<file path="config.mk">
export PLATFORM = sky130hd
export DESIGN_NAME = core_irq_ctrl
export DESIGN_NICKNAME = d
export VERILOG_FILES = /design/src/rtl/core_irq_pkg.sv /design/src/rtl/irq_sync_edge.sv /design/src/rtl/core_irq_ctrl.sv
export SDC_FILE = /design/constraint.sdc
export NUM_CORES = 1
export LEC_CHECK = 0
export CORE_ASPECT_RATIO = 1.25
export CORE_MARGIN = 4
export CORE_UTILIZATION = 55
export DETAILED_ROUTE_END_ITERATION = 16
export DONT_BUFFER_PORTS = 1
export HOLD_SLACK_MARGIN = 0.15
export MAX_ROUTING_LAYER = met4
export PLACE_DENSITY = 0.82
export RECOVER_POWER = 100
export SETUP_SLACK_MARGIN = 0.4
export SYNTH_ARGS = -nofsm -noshare
export SYNTH_HDL_FRONTEND = slang
export SYNTH_SLANG_ARGS = --single-unit
</file>
<file path="constraint.sdc">
create_clock -name clk -period 1.7 [get_ports clk]
set_clock_uncertainty 0.05 [all_clocks]
set_input_delay 0 -clock clk [delete_from_list [all_inputs] [get_ports clk]]
set_output_delay 0 -clock clk [all_outputs]
set_load 0.1 [all_outputs]
</file>
<file path="src/rtl/core_irq_pkg.sv">
// Shared types and width helpers for the interrupt controller.
// Pure declarations: no logic, no timing.
package core_irq_pkg;

    typedef enum logic [1:0] {
        IDLE     = 2'd0,
        REQ      = 2'd1,
        WAIT_ACK = 2'd2,
        HOLDOFF  = 2'd3
    } irq_state_e;

    // irq_id is at least one bit wide even for a single source
    function automatic int irq_id_w(input int num_irq);
        return (num_irq > 1) ? $clog2(num_irq) : 1;
    endfunction

    function automatic int tmo_w(input int ack_timeout);
        return $clog2(ack_timeout + 1);
    endfunction

endpackage

</file>
<file path="src/rtl/irq_sync_edge.sv">
// Synchronises one asynchronous interrupt pin and flags its rising edge.
// Latency: rise is high for one cycle, SYNC_STAGES cycles after the pin goes high; no backpressure.
module irq_sync_edge #(
    parameter int SYNC_STAGES = 2
) (
    input  logic clk,
    input  logic reset,
    input  logic src,
    output logic rise
);

    logic [SYNC_STAGES-1:0] sync;
    logic                   prev;

    always_ff @(posedge clk or negedge reset) begin
        if (!reset) begin
            sync <= '0;
            prev <= 1'b0;
        end else begin
            sync <= {sync[SYNC_STAGES-2:0], src};
            prev <= sync[SYNC_STAGES-1];
        end
    end

    assign rise = sync[SYNC_STAGES-1] & ~prev;

endmodule

</file>
<file path="src/rtl/core_irq_ctrl.sv">
// Interrupt controller: pending/overflow latches, lowest-index priority, request FSM with ack timeout.
// Latency: interrupt rises one cycle after an eligible source is seen in IDLE; held until core_ack or timeout.
// Build option: define CORE_IRQ_IDLE_GATE_EN to raise requests only while core_idle is high.
module core_irq_ctrl
    import core_irq_pkg::*;
#(
    parameter int NUM_IRQ     = 4,
    parameter int SYNC_STAGES = 2,
    parameter int ACK_TIMEOUT = 255
) (
    input  logic                             clk,
    input  logic                             reset,
    input  logic [NUM_IRQ-1:0]               irq_src,
    input  logic [NUM_IRQ-1:0]               irq_mask,
    input  logic                             core_idle,
    input  logic                             core_ack,
    output logic                             interrupt,
    output logic [irq_id_w(NUM_IRQ)-1:0]     irq_id,
    output logic [NUM_IRQ-1:0]               irq_pending,
    output logic [NUM_IRQ-1:0]               irq_ovf,
    output logic                             ack_tmo
);

    localparam int IRQ_ID_W = irq_id_w(NUM_IRQ);
    localparam int TMO_W    = tmo_w(ACK_TIMEOUT);

    irq_state_e             state, state_nxt;
    logic [NUM_IRQ-1:0]     rise_vec;
    logic [NUM_IRQ-1:0]     clr_vec;
    logic [NUM_IRQ-1:0]     eligible;
    logic [IRQ_ID_W-1:0]    pri_id;
    logic                   pri_vld;
    logic                   start;
    logic                   tmo_hit;
    logic                   int_nxt;
    logic                   tmo_set;
    logic [TMO_W-1:0]       tmo_cnt;

    for (genvar g = 0; g < NUM_IRQ; g++) begin : g_sync
        irq_sync_edge #(.SYNC_STAGES(SYNC_STAGES)) u_sync (
            .clk   (clk),
            .reset (reset),
            .src   (irq_src[g]),
            .rise  (rise_vec[g])
        );
    end

    assign eligible = irq_pending & irq_mask;

    // Descending scan so the lowest set index is the last assignment
    always_comb begin
        pri_id  = '0;
        pri_vld = 1'b0;
        for (int i = NUM_IRQ - 1; i >= 0; i--) begin
            if (eligible[i]) begin
                pri_id  = IRQ_ID_W'(i);
                pri_vld = 1'b1;
            end
        end
    end

`ifdef CORE_IRQ_IDLE_GATE_EN
    assign start = pri_vld & core_idle;
`else
    logic unused_core_idle;
    assign unused_core_idle = core_idle;
    assign start = pri_vld;
`endif

    assign tmo_hit = (tmo_cnt == TMO_W'(ACK_TIMEOUT - 1));

    always_ff @(posedge clk or negedge reset) begin
        if (!reset) state <= IDLE;
        else        state <= state_nxt;
    end

    always_comb begin
        state_nxt = state;
        case (state)
            IDLE:     if (start) state_nxt = REQ;
            REQ:      state_nxt = WAIT_ACK;
            WAIT_ACK: if (core_ack || tmo_hit) state_nxt = HOLDOFF;
            HOLDOFF:  state_nxt = IDLE;
            default:  state_nxt = IDLE;
        endcase
    end

    always_comb begin
        int_nxt = (state_nxt == REQ) || (state_nxt == WAIT_ACK);
        tmo_set = (state == WAIT_ACK) && !core_ack && tmo_hit;
        clr_vec = '0;
        for (int i = 0; i < NUM_IRQ; i++) begin
            clr_vec[i] = (state == WAIT_ACK) && core_ack && (irq_id == IRQ_ID_W'(i));
        end
    end

    // A fresh edge coinciding with the ack re-arms the source rather than counting as overflow
    always_ff @(posedge clk or negedge reset) begin
        if (!reset) begin
            interrupt   <= 1'b0;
            irq_id      <= '0;
            irq_pending <= '0;
            irq_ovf     <= '0;
            ack_tmo     <= 1'b0;
            tmo_cnt     <= '0;
        end else begin
            interrupt   <= int_nxt;
            irq_pending <= (irq_pending & ~clr_vec) | rise_vec;
            irq_ovf     <= irq_ovf | (rise_vec & irq_pending & ~clr_vec);
            ack_tmo     <= ack_tmo | tmo_set;
            if (state == IDLE && start)
                irq_id <= pri_id;
            if (state == REQ)
                tmo_cnt <= '0;
            else if (state == WAIT_ACK && tmo_cnt != TMO_W'(ACK_TIMEOUT))
                tmo_cnt <= tmo_cnt + TMO_W'(1);
        end
    end

endmodule

</file>
# Word-level counts from Yosys, hierarchy flattened
# Index checks and enable logic that the tools add are counted.
# W data, S select, Z words.
dict set report classes {
  eq_ne 10
  n_bitwise 16
  add_sub_neg 1
  reduce_logical 15
  mux 13
}
# operator count
set op_table {}
lappend op_table {{$and A4 B4 Y4} 4}
lappend op_table {{$mux W8} 2}
lappend op_table {{$mux W2} 6}
lappend op_table {{$eq A2 B2 Y1 const B} 5}
lappend op_table {{$logic_and A1 B1 Y1} 9}
lappend op_table {{$add A8 B1 Y8 const B} 1}
lappend op_table {{$eq A8 B8 Y1 const B} 1}
lappend op_table {{$ne A8 B8 Y1 const B} 1}
lappend op_table {{$or A4 B4 Y4} 2}
lappend op_table {{$pmux W2 S4} 1}
lappend op_table {{$eq A2 B1 Y1 const B} 3}
lappend op_table {{$and A1 B1 Y1} 4}
lappend op_table {{$logic_not A2 Y1} 2}
lappend op_table {{$mux W1} 4}
lappend op_table {{$not A1 Y1} 4}
lappend op_table {{$not A4 Y4} 1}
lappend op_table {{$logic_or A1 B1 Y1} 2}
lappend op_table {{$reduce_bool A2 Y1} 1}
lappend op_table {{$logic_not A1 Y1} 1}
lappend op_table {{$or A1 B1 Y1} 1}
dict set report totals {
  input_bits 12
  word_cells 70
  regBits 34
  output_inout_bits 12
}

# Longest topological paths before layout
# Gate-level depths: netlist (run 1).
dict set report logic_depth {
  depth_word 9
  depth_mapped 7
  ltp_nobuf 6
}

# Hierarchy
# Synthesis (run 1) repeated with hierarchy kept, for this count alone.
dict set report unflattened {
  cells_unflattened 119
  area_unflattened_um2 1467.7
}
# mod seq_area_each_um2 area_per_inst_um2 n_inst cells_per_inst
set modules_own_cells {}
lappend modules_own_cells {core_irq_ctrl 550.5 1112.3 1 103}
lappend modules_own_cells {irq_sync_edge 75.1 88.8 4 4}

# Least setup slack after synthesis (run 1)
# Ideal clock, no wire load.
dict set report synth_timing {
  path_type {register to register}
  from {reg irq_pending[3]}
  to {reg interrupt}
  setup_time_ns 0.122
  path_buffers 0
  required_ns 1.528
  path_stages_with_launch 5
  arrival_time_ns 1.691
  period_less_slack_ns 1.863
  path_slack_ns -0.163
  path_cell_list {dfrtp_1 -> a22o_1 -> nand3b_4 -> o31a_4 -> xor2_2}
}
dict set report synth_between {
  elab_chain_cells 9
  word_cells_on_any_way 10
  classes_between {2 x eq/ne; 6 x mux; 1 x bitwise; 1 x reduce/logical}
}
# item line
set synth_lines {}
lappend synth_lines {{start, declared} core_irq_ctrl.sv:19} ;# output logic [NUM_IRQ-1:0] irq_pending,
lappend synth_lines {{start signal, assigned} core_irq_ctrl.sv:108} ;# irq_pending <= (irq_pending & ~clr_vec) | rise_vec;
lappend synth_lines {{$and A4 B4 Y4 *} core_irq_ctrl.sv:48} ;# assign eligible = irq_pending & irq_mask;
lappend synth_lines {{$mux W1 * (4 in a row)} core_irq_ctrl.sv:55} ;# if (eligible[i]) begin
lappend synth_lines {{$mux W2 *} core_irq_ctrl.sv:80} ;# IDLE: if (start) state_nxt = REQ;
lappend synth_lines {{$pmux W2 S4 *} core_irq_ctrl.sv:79} ;# case (state)
lappend synth_lines {{net state_nxt[0]} core_irq_ctrl.sv:27} ;# irq_state_e state, state_nxt;
lappend synth_lines {{$eq A2 B1 Y1 / $eq A2 B2 Y1 (equally long branches)} core_irq_ctrl.sv:89} ;# int_nxt = (state_nxt == REQ) || (state_nxt == WAIT_ACK);
lappend synth_lines {{$logic_or A1 B1 Y1 *} core_irq_ctrl.sv:89}
lappend synth_lines {{net int_nxt} core_irq_ctrl.sv:35} ;# logic int_nxt;
lappend synth_lines {{end signal, assigned} core_irq_ctrl.sv:107} ;# interrupt <= int_nxt;
lappend synth_lines {{end, declared} core_irq_ctrl.sv:17} ;# output logic interrupt,
# The timed path passes the listed nets; every way through them passes the cells marked *.
# A chain may end at the register's enable or synchronous reset.

# Worst setup path after layout (run 1)
dict set report layout_timing {
  from {reg state[0]}
  to {reg tmo_cnt[5]}
}
dict set report layout_between {
  elab_chain_cells 3
  word_cells_on_any_way 5
  classes_between {2 x eq/ne; 1 x mux; 2 x reduce/logical}
}
# item line
set layout_lines {}
lappend layout_lines {{start, declared} core_irq_ctrl.sv:27}
lappend layout_lines {{start signal, assigned} core_irq_ctrl.sv:74} ;# else state <= state_nxt;
lappend layout_lines {{$eq A2 B2 Y1} core_irq_ctrl.sv:115} ;# else if (state == WAIT_ACK && tmo_cnt != TMO_W'(ACK_TIMEOUT))
lappend layout_lines {{$logic_and A1 B1 Y1} core_irq_ctrl.sv:115}
lappend layout_lines {{$reduce_bool A2 Y1 (no line)} n/a}
lappend layout_lines {{end signal, assigned} core_irq_ctrl.sv:116} ;# tmo_cnt <= tmo_cnt + TMO_W'(1);
lappend layout_lines {{end, declared} core_irq_ctrl.sv:37} ;# logic [TMO_W-1:0] tmo_cnt;
# Several ways; a longest one is shown, not always the timed one.

==> results of run 1 <==
[worst max-delay path, delay by kind of cell, from the launching register on]
family / cells / cell delay (ns)
XOR/XNOR: 1 / 0.26
adder cells (fa/ha/maj): 1 / 0.18
AND/OR/NAND/NOR: 2 / 0.31
AO/OA/AOI/OAI: 1 / 0.12
flip-flops: 1 / 0.40
buffers and inverters: 1 / 0.12
[area by class of cell]
cell class	count	area (um^2)
clock buffer	6	51.3
multi-input combinational	74	648
timing repair buffer	36	307
tap	33	41.3
inverter	6	22.5
fill	162	503
clock inverter	2	12.5
sequential	34	867
[power by group through the flow]
| stage | Clock (uW) | Combinational (uW) | Sequential, uW |
|---|---|---|---|
| 6_report | 476 | 1570 | 1110 |
| 3_3_place_gp | 0 | 1200 | 1100 |
| 2_1_floorplan | 0 | 515 | 1600 |
| 4_1_cts | 480 | 1420 | 1110 |
| 3_5_place_dp | 0 | 1240 | 1110 |
| 5_1_grt | 522 | 1660 | 1130 |
[Yosys cell counts (2+ instances only)]
library cell	count
a21oi_1	3
a31oi_1	2
and4_1	2
dfrtp_1	34
ha_1	6
inv_1	6
mux2i_1	2
nand2_1	12
nand2b_1	4
nand3_1	6
nand3b_1	2
nor2_1	5
nor3_1	2
o21ai_0	7
o21bai_1	4
o31ai_1	2
[metrics by stage]
stage / hold WS [ns] / setup WS (ns)
2_1_floorplan: -0.346 / 0.0934
3_3_place_gp: -0.345 / 0.188
3_5_place_dp: -0.345 / 0.123
4_1_cts: 0.312 / 0.223
5_1_grt: 0.319 / 0.0776
6_report: 0.307 / 0.151
[registers in the layout, summed over array words and instances (netlist names)]
name and count:
irq_ovf 4, irq_pending 4, tmo_cnt 8, ack_tmo 1
irq_id 2, g_sync.u_sync.sync 8, state 2, interrupt 1
g_sync.u_sync.prev 4
[routing by layer]
layer  track usage  vias to the layer above  wire length [um]  part of all wire
met2         0.399                       31              2100              0.59
li1              -                      488                 -                 -
met4         0.144                        0                95             0.026
met5             -                        -                 0                 0
met3        0.0828                       10               156             0.043
met1         0.228                      526              1240              0.34
[how the worst max path moves through the flow]
stage                                        start                endpoint  slack [ns]  depth (start not counted)
final                           state[0]$_DFF_PN0_  tmo_cnt[5]$_DFFE_PN0P_        0.15                          6
after global routing            state[0]$_DFF_PN0_  tmo_cnt[5]$_DFFE_PN0P_        0.08                          6
after CTS                 irq_pending[3]$_DFF_PN0_     interrupt$_DFF_PN0_        0.22                          4
after detailed placement        state[0]$_DFF_PN0_  tmo_cnt[5]$_DFFE_PN0P_        0.12                          6
after global placement          state[0]$_DFF_PN0_  tmo_cnt[5]$_DFFE_PN0P_        0.19                          6
after floorplan           irq_pending[3]$_DFF_PN0_     interrupt$_DFF_PN0_        0.09                          4
[logic make-up after synthesis]
family | Yosys count | synth area share
fa+ha+maj | 6 | 0.0530
buf+inv | 8 | 0.0221
xor+xnor | 3 | 0.0239
simple gates | 38 | 0.158
mux | 2 | 0.0141
flops | 34 | 0.601
compound gates | 25 | 0.128
[timing repair]
item                                   CTS  global route
setup buffers                            3             5
endpoints found under the hold margin   51             0
resized for setup                       13            19
setup endpoints to repair               18            19
pin swaps                                4             9
hold buffers                            16             0
==> flow_summary.json, run 1 <==
{
  "grt_pass1_wl_mm": 5.59,
  "power_density_mw_per_mm2": 1620,
  "post-route-util": 0.795,
  "min_from": "g_sync[3].u_sync.sync[0]$_DFF_PN0_",
  "cp-end-kind": "flop",
  "crit_chain": "inv_1, ha_4, and4_4, o2111ai_4, xor2_1, nor2_1",
  "cts_tree": "yes",
  "cts-root-buf": "clkbuf_4",
  "worstRegToRegCells": 6,
  "initial_core_util": 0.578,
  "seqPwrFrac": 0.351,
  "stdcell_count": 191,
  "grt.total_usage": 0.239,
  "slowest_stage": "dfrtp_1",
  "ios": 24,
  "synthFlopType": "dfrtp_1",
  "tightest_slew_ns": 0.617,
  "worstHoldPathType": "flop to flop",
  "switching_power_uw": 1480,
  "hpwl_mm": 1.87,
  "arrival_ns": 1.73,
  "fin_area_mm2": 0.00195,
  "die_area_mm2": 0.00346,
  "place_inst": 159,
  "yosys_warnings": 0,
  "synth_area_per_cell_um2": 12.2,
  "io_buffers": 0,
  "synth_top_cell_by_area": "dfrtp_1",
  "grt_remaining_overflow": 0,
  "drc": 0,
  "clock_latency_ns": 0.34,
  "power_uw": 3160,
  "grt_pass1_vias": 1183,
  "layout_commonest_cell": "dfrtp_1",
  "finalHoldViolCount": 0,
  "vias_per_cell": 5.52,
  "power_frac_comb": 0.498,
  "reg2reg_slack_ns": 0.15,
  "power_frac_clock": 0.151,
  "placedInstanceArea_mm2": 0.00156,
  "gp_congestion": 0.752,
  "reg2reg_from": "state[0]$_DFF_PN0_",
  "drv_slew": 0,
  "clockBufferDepth": 2,
  "chipWidth_um": 53.4,
  "clkTransAtPathRegs_ns": 0.10,
  "cap_viol_max_count": 0,
  "cts_made_buffers": 5,
  "critPathLaunchType": "flop",
  "diodes": 0,
  "p_leak_uw": 0.000849,
  "rr_endpoint": "tmo_cnt[5]$_DFFE_PN0P_",
  "drt_iter0_drc": 19,
  "fin_crit_sh": 0.911,
  "ys_ff_latch": 34,
  "tns_ns": 0,
  "hold_depth": 0,
  "synthesis.instances": 116,
  "die_h_um": 64.7,
  "final_layout_size_suffix_gt1_frac": 0.380,
  "setup_viol": 0,
  "synth_nets": 134,
  "clkSinkCount": 34,
  "cp.required_ns": 1.88,
  "internal_power_uw": 1680,
  "final_cell_mix": "25 x dfrtp_1, 15 x dlygate4sd3_1, 12 x nand2_1",
  "synth-async-reset-ratio": 1.00,
  "peakVddDrop_mv": 1.37,
  "routed_wirelength_mm": 3.59,
  "nets": 175,
  "wire_per_inst_um": 18.8,
  "path_class": "flop to flop",
  "synth_top_area_share": 0.601,
  "antenna_found_initial": 0,
  "min_to": "g_sync[3].u_sync.sync[1]$_DFF_PN0_",
  "swShare": 0.469,
  "floorplan.rows": 20,
  "crit_fanout": 6,
  "area_delta_synth_final_pct": 37.6,
  "grt_max_degree": 35,
  "fmax_ghz": 0.646,
  "grt_setup_unrepaired": "true",
  "netlist_area_mm2": 0.00142,
  "cts_max_level": 2,
  "coreArea_mm2": 0.00245,
  "min_period_ns": 1.55,
  "synth_edf_count": 0,
  "synth_cell_types": 33,
  "yosysSeqAreaShare": 0.601,
  "max_slew_margin": 0.589,
  "num_vias": 1055,
  "first_pass_iters": 4,
  "slowest_delay_ns": 0.40,
  "ant_nets": 0,
  "yosys-top-cells-area": "dfrtp_1 60%, ha_1 5.3%, nand2_1 3.2%",
  "status": "finished clean"
}
No activity file was read; power rests on OpenSTA's default activity.
==> run 2, diff against run 1 <==
--- a/config.mk
+++ b/config.mk
@@ -13,7 +13,7 @@
 export HOLD_SLACK_MARGIN = 0.15
 export MAX_ROUTING_LAYER = met4
 export PLACE_DENSITY = 0.82
-export RECOVER_POWER = 100
+export RECOVER_POWER = 50
 export SETUP_SLACK_MARGIN = 0.4
 export SYNTH_ARGS = -nofsm -noshare
 export SYNTH_HDL_FRONTEND = slang
==> run 2 against run 1 <==
  * Combinational power increased by 4%
  * Design area increased by 2.4%
  * Highest routed layer unchanged
  * Routed wire length decreased by 0.19%
  * Register-to-register slack improved by 0.05 ns
  * Hold slack about the same
  * Clock-buffer cell count unchanged
  * Sequential cell count unchanged
  * Largest cell class unchanged
  * Sequential share of layout area decreased by 1.1 points
  * Core utilization increased by 1.9 points
  * Via count unchanged
==> flow_summary.json, run 2 (synthesis results as in run 1) <==
{
  "status": "finished clean",
  "fillCellCount": 147,
  "diodes": 0,
  "clock_latency_ns": 0.34,
  "drt_iter0_drc": 26,
  "cts_made_buffers": 5,
  "final_cell_mix": "25 x dfrtp_1, 17 x buf_4, 15 x dlygate4sd3_1",
  "routed_wirelength_mm": 3.58,
  "ant_nets": 0,
  "clkSinkCount": 34,
  "cts_tree": "yes",
  "peakVddDrop_mv": 1.37,
  "min_to": "g_sync[3].u_sync.sync[1]$_DFF_PN0_",
  "path_class": "flop to flop",
  "floorplan.rows": 20,
  "reg2reg_from": "state[0]$_DFF_PN0_",
  "reg2reg_slack_ns": 0.20,
  "chipWidth_um": 53.4,
  "grt_pass1_vias": 1183,
  "critPathLaunchType": "flop",
  "grt_setup_unrepaired": "true",
  "min_period_ns": 1.50,
  "tightest_slew_ns": 0.342,
  "io_buffers": 0,
  "tns_ns": 0,
  "cap_viol_max_count": 0,
  "nets": 175,
  "placedInstanceArea_mm2": 0.00156,
  "drc": 0,
  "final_layout_size_suffix_gt1_frac": 0.418,
  "clockBufferDepth": 2,
  "gp_congestion": 0.752,
  "cts_max_level": 2,
  "grt_remaining_overflow": 0,
  "power_density_mw_per_mm2": 1620,
  "min_from": "g_sync[3].u_sync.sync[0]$_DFF_PN0_",
  "grt_max_degree": 35,
  "p_leak_uw": 0.000859,
  "crit_fanout": 6,
  "antenna_found_initial": 0,
  "cts-root-buf": "clkbuf_4",
  "stdcell_count": 191,
  "die_h_um": 64.7,
  "place_inst": 159,
  "clkTransAtPathRegs_ns": 0.10,
  "worstRegToRegCells": 7,
  "grt.total_usage": 0.239,
  "fin_area_mm2": 0.00200,
  "rr_endpoint": "tmo_cnt[6]$_DFFE_PN0P_",
  "grt_pass1_wl_mm": 5.59,
  "fin_crit_sh": 0.881,
  "cp.required_ns": 1.88,
  "cp-end-kind": "flop",
  "first_pass_iters": 4,
  "arrival_ns": 1.68,
  "max_slew_margin": 0.772,
  "holdWs_ns": 0.308,
  "die_area_mm2": 0.00346,
  "coreArea_mm2": 0.00245,
  "worstHoldPathType": "flop to flop",
  "ios": 24,
  "drv_slew": 0,
  "largest_registers": "g_sync.u_sync.sync (8), tmo_cnt (8)",
  "hpwl_mm": 1.87,
  "wire_per_inst_um": 18.8,
  "vias_per_cell": 5.52,
  "final-seq-area_um2": 867,
  "num_vias": 1055,
  "hold_depth": 0,
  "setup_viol": 0,
  "multiInputGateArea_um2": 671,
  "layout_commonest_cell": "dfrtp_1",
  "area_delta_synth_final_pct": 41.0,
  "fmax_ghz": 0.668,
  "initial_core_util": 0.578,
  "finalHoldViolCount": 0
}
## run 2: how the worst max path moves through the flow
| stage | startpoint | endpoint | slack (ns) | cells past startpoint |
|---|---|---|---|---|
| 2_1_floorplan | irq_pending[3]$_DFF_PN0_ | interrupt$_DFF_PN0_ | 0.09 | 4 |
| 3_3_place_gp | state[0]$_DFF_PN0_ | tmo_cnt[5]$_DFFE_PN0P_ | 0.19 | 6 |
| 3_5_place_dp | state[0]$_DFF_PN0_ | tmo_cnt[5]$_DFFE_PN0P_ | 0.12 | 6 |
| 4_1_cts | irq_pending[3]$_DFF_PN0_ | interrupt$_DFF_PN0_ | 0.22 | 4 |
| 5_1_grt | state[0]$_DFF_PN0_ | tmo_cnt[7]$_DFFE_PN0P_ | 0.13 | 7 |
| 6_report | state[0]$_DFF_PN0_ | tmo_cnt[6]$_DFFE_PN0P_ | 0.20 | 7 |
## run 2: power breakdown
| part | internal, uW | switching, uW |
|---|---|---|
| logic | 559 | 1080 |
| registers | 973 | 143 |
| clock network | 199 | 274 |
## run 2: what timing repair did
item	CTS	global route
pin swaps	4	9
setup endpoints to repair	18	19
hold buffers	16	0
buffers inserted	3	5
endpoints found under the hold margin	51	0
gates cloned	0	0
gates resized for setup	13	19
## run 2: cell type report
cell class | instances | area share
tap | 33 | 0.0207
clock inverter | 2 | 0.00627
inverter | 6 | 0.0113
multi-input combinational | 74 | 0.336
sequential | 34 | 0.434
clock buffer | 6 | 0.0257
timing repair buffer | 36 | 0.166
## run 2: worst max-delay path: stages, from the launching register on
cell and delay, ns:
dfrtp_1 0.41, inv_2 0.09, ha_4 0.16, buf_4 0.12, and4_4 0.23, nand3_2 0.09, nor3b_2 0.18, nor3_1 0.06
## run 2: metrics by stage
step	power, uW	util	setup WS, ns
final	3230	0.814	0.203
after global routing	3380	0.814	0.132
after CTS	3010	0.765	0.223
after detailed placement	2340	0.638	0.123
after global placement	2300	0.638	0.188
after floorplan	2120	-	0.0934
## run 2: layer usage
layer,share of wire,routed length [um],global-route usage
met1,0.34,1230,0.228
met2,0.60,2140,0.399
met3,0.036,129,0.0828
met4,0.023,82,0.144
met5,0,0,-
==> run 3, diff against run 2 <==
--- a/config.mk
+++ b/config.mk
@@ -5,6 +5,7 @@
 export SDC_FILE = /design/constraint.sdc
 export NUM_CORES = 1
 export LEC_CHECK = 0
+export ABC_AREA = 1
 export CORE_ASPECT_RATIO = 1.25
 export CORE_MARGIN = 4
 export CORE_UTILIZATION = 55
==> run 3 against run 2 <==
  * Largest cell class unchanged
  * Clock-buffer cell count stayed put
  * Sequential cell count stayed put
  * Sequential power up 4%
  * Core utilization up 3.5 points
  * Setup slack better by 0.068 ns
  * Area after synthesis is 3.9% higher
  * First-iteration DRC count increased to 2.8 times the previous value
  * Highest routed layer unchanged
==> flow_summary.json, run 3 <==
{
  "grt_pass1_vias": 1310,
  "holdWs_ns": 0.293,
  "clockBufferDepth": 2,
  "hpwl_mm": 1.98,
  "grt.total_usage": 0.221,
  "grt_max_degree": 35,
  "clkTransAtPathRegs_ns": 0.12,
  "multiInputGateArea_um2": 691,
  "synth_nets": 177,
  "synthesis.instances": 159,
  "cts_tree": "yes",
  "tightest_slew_ns": 0.315,
  "cp.required_ns": 1.88,
  "coreArea_mm2": 0.00250,
  "final-seq-area_um2": 873,
  "setup_viol": 0,
  "worstRegToRegCells": 9,
  "p_leak_uw": 0.000987,
  "vias_per_cell": 5.59,
  "yosysSeqAreaShare": 0.578,
  "cts-root-buf": "clkbuf_4",
  "fillCellCount": 110,
  "critPathTopFamily": "simple AND/OR/NAND/NOR gates",
  "synth_edf_count": 0,
  "wire_per_inst_um": 17.9,
  "drv_slew": 0,
  "first_pass_iters": 4,
  "status": "finished clean",
  "cap_viol_max_count": 0,
  "ios": 24,
  "cp-end-kind": "flop",
  "power_uw": 3610,
  "crit_chain": "ha_2, inv_2, nor2_4, nand2_2, nand2_4, nand2_4, clkinv_4, nand2_2, nand2_1",
  "yosys-top-cells-area": "dfrtp_1 58%, nand2_1 12%, inv_1 5.4%",
  "nets": 226,
  "peakVddDrop_mv": 1.28,
  "largest_registers": "g_sync.u_sync.sync (8), tmo_cnt (8)",
  "critPathBufInv": 2,
  "synth-async-reset-ratio": 1.00,
  "grt_pass1_wl_mm": 5.50,
  "final_cell_mix": "33 x nand2_1, 28 x dfrtp_1, 26 x buf_4",
  "ant_nets": 0,
  "grt_setup_unrepaired": "true",
  "die_h_um": 65.8,
  "synth_area_per_cell_um2": 9.25,
  "initial_core_util": 0.588,
  "power_density_mw_per_mm2": 1700,
  "drt_iter0_drc": 72,
  "ys_ff_latch": 34,
  "area_delta_synth_final_pct": 44.5,
  "finalHoldViolCount": 0,
  "drc": 0,
  "pre_cts_ws_ns": 0.211,
  "slowest_stage": "dfrtp_1",
  "critPathLaunchType": "flop",
  "num_vias": 1353,
  "synth_top_area_share": 0.578,
  "yosys_warnings": 0,
  "floorplan.rows": 20,
  "final_layout_size_suffix_gt1_frac": 0.392,
  "worstHoldPathType": "flop to flop",
  "crit_cells": 9,
  "gp_congestion": 0.817,
  "tns_ns": 0,
  "crit_fanout": 5,
  "clkSinkCount": 34,
  "routed_wirelength_mm": 4.34,
  "synth_top_cell_by_area": "dfrtp_1",
  "netlist_area_mm2": 0.00147,
  "max_slew_margin": 0.790,
  "cts_max_level": 2,
  "grt_remaining_overflow": 0,
  "chipWidth_um": 54.3,
  "arrival_ns": 1.61,
  "fmax_ghz": 0.700,
  "min_period_ns": 1.43,
  "diodes": 0,
  "synthTopCellsByCount": "48 x nand2_1, 34 x dfrtp_1, 21 x inv_1",
  "slowest_delay_ns": 0.43,
  "post-route-util": 0.850,
  "hold_depth": 0,
  "setup_ws_ns": 0.271,
  "layout_commonest_cell": "nand2_1",
  "fin_crit_sh": 0.840,
  "die_area_mm2": 0.00357,
  "antenna_found_initial": 0,
  "synth_cell_types": 20,
  "synthFlopType": "dfrtp_1",
  "io_buffers": 0,
  "clock_latency_ns": 0.35,
  "cts_made_buffers": 5,
  "yosysMostFrequentCell": "nand2_1",
  "path_class": "flop to flop"
}
## run 3: changes by cell type after synthesis, sizes merged, moves of 2 or more
cell    previous run  this run
inv                6        22
nand3              6        10
mux2i              2         0
nand3b             3         0
nor3               2         0
a21oi              3         1
o31ai              2         5
o21ai              8         4
nand2             12        52
o211ai             2         0
a31oi              2         0
nand2b             4         0
nor2               5        14
and4               2         0
## run 3: kinds of logic (layout without fill, tap and decap cells)
logic type / Yosys count / count (layout) / share of synthesized area
compound gates: 14 / 14 / 0.0629
xor+xnor: 2 / 2 / 0.0119
fa+ha+maj: 6 / 6 / 0.0510
buf+inv: 23 / 73 / 0.0595
flops: 34 / 34 / 0.578
simple gates: 80 / 80 / 0.236
## run 3: where the power goes
part,total [uW],switching [uW],internal (uW)
clock,484,285,199
sequential,1170,177,991
combinational,1960,1340,613
total,3610,1810,1800
## run 3: metal layers
| metal | routed length [um] | up-vias | global-route usage | share of wire |
|---|---|---|---|---|
| li1 | - | 600 | - | - |
| met1 | 1590 | 642 | 0.227 | 0.37 |
| met2 | 2230 | 84 | 0.389 | 0.51 |
| met3 | 298 | 27 | 0.0609 | 0.069 |
| met4 | 222 | 0 | 0.0779 | 0.051 |
| met5 | 0 | - | - | 0 |
## run 3: worst paths after layout
path	from	endpoint	slack, ns
setup reg to reg	tmo_cnt[0]$_DFFE_PN0P_	tmo_cnt[4]$_DFFE_PN0P_	0.27
max in group asynchronous	reset	tmo_cnt[7]$_DFFE_PN0P_	0.84
hold / removal	g_sync[0].u_sync.sync[0]$_DFF_PN0_	g_sync[0].u_sync.sync[1]$_DFF_PN0_	0.29
min in group asynchronous	reset	irq_id[0]$_DFFE_PN0P_	0.56
hold reg to reg	g_sync[0].u_sync.sync[0]$_DFF_PN0_	g_sync[0].u_sync.sync[1]$_DFF_PN0_	0.29
setup / recovery	tmo_cnt[0]$_DFFE_PN0P_	tmo_cnt[4]$_DFFE_PN0P_	0.27
## run 3: cell type report
class,instances,area share
well taps,33,0.0194
flip-flops and latches,34,0.411
repair buffers,42,0.172
multi-input cells,102,0.325
clock inverters,2,0.00589
clock buffers,6,0.0241
inverters,23,0.0430
## run 3: timing repair
action | in CTS | in global routing
hold buffers | 15 | 1
pin swaps | 6 | 12
setup buffers | 6 | 8
endpoints found under the hold margin | 51 | 11
setup endpoints to repair | 17 | 21
resized for setup | 16 | 25
## run 3: metrics by stage
stage	std cells	cell area, um^2
6_report	242	2130
5_1_grt	242	2130
4_1_cts	233	1970
3_5_place_dp	204	1640
3_3_place_gp	204	1640
2_1_floorplan	159	1500
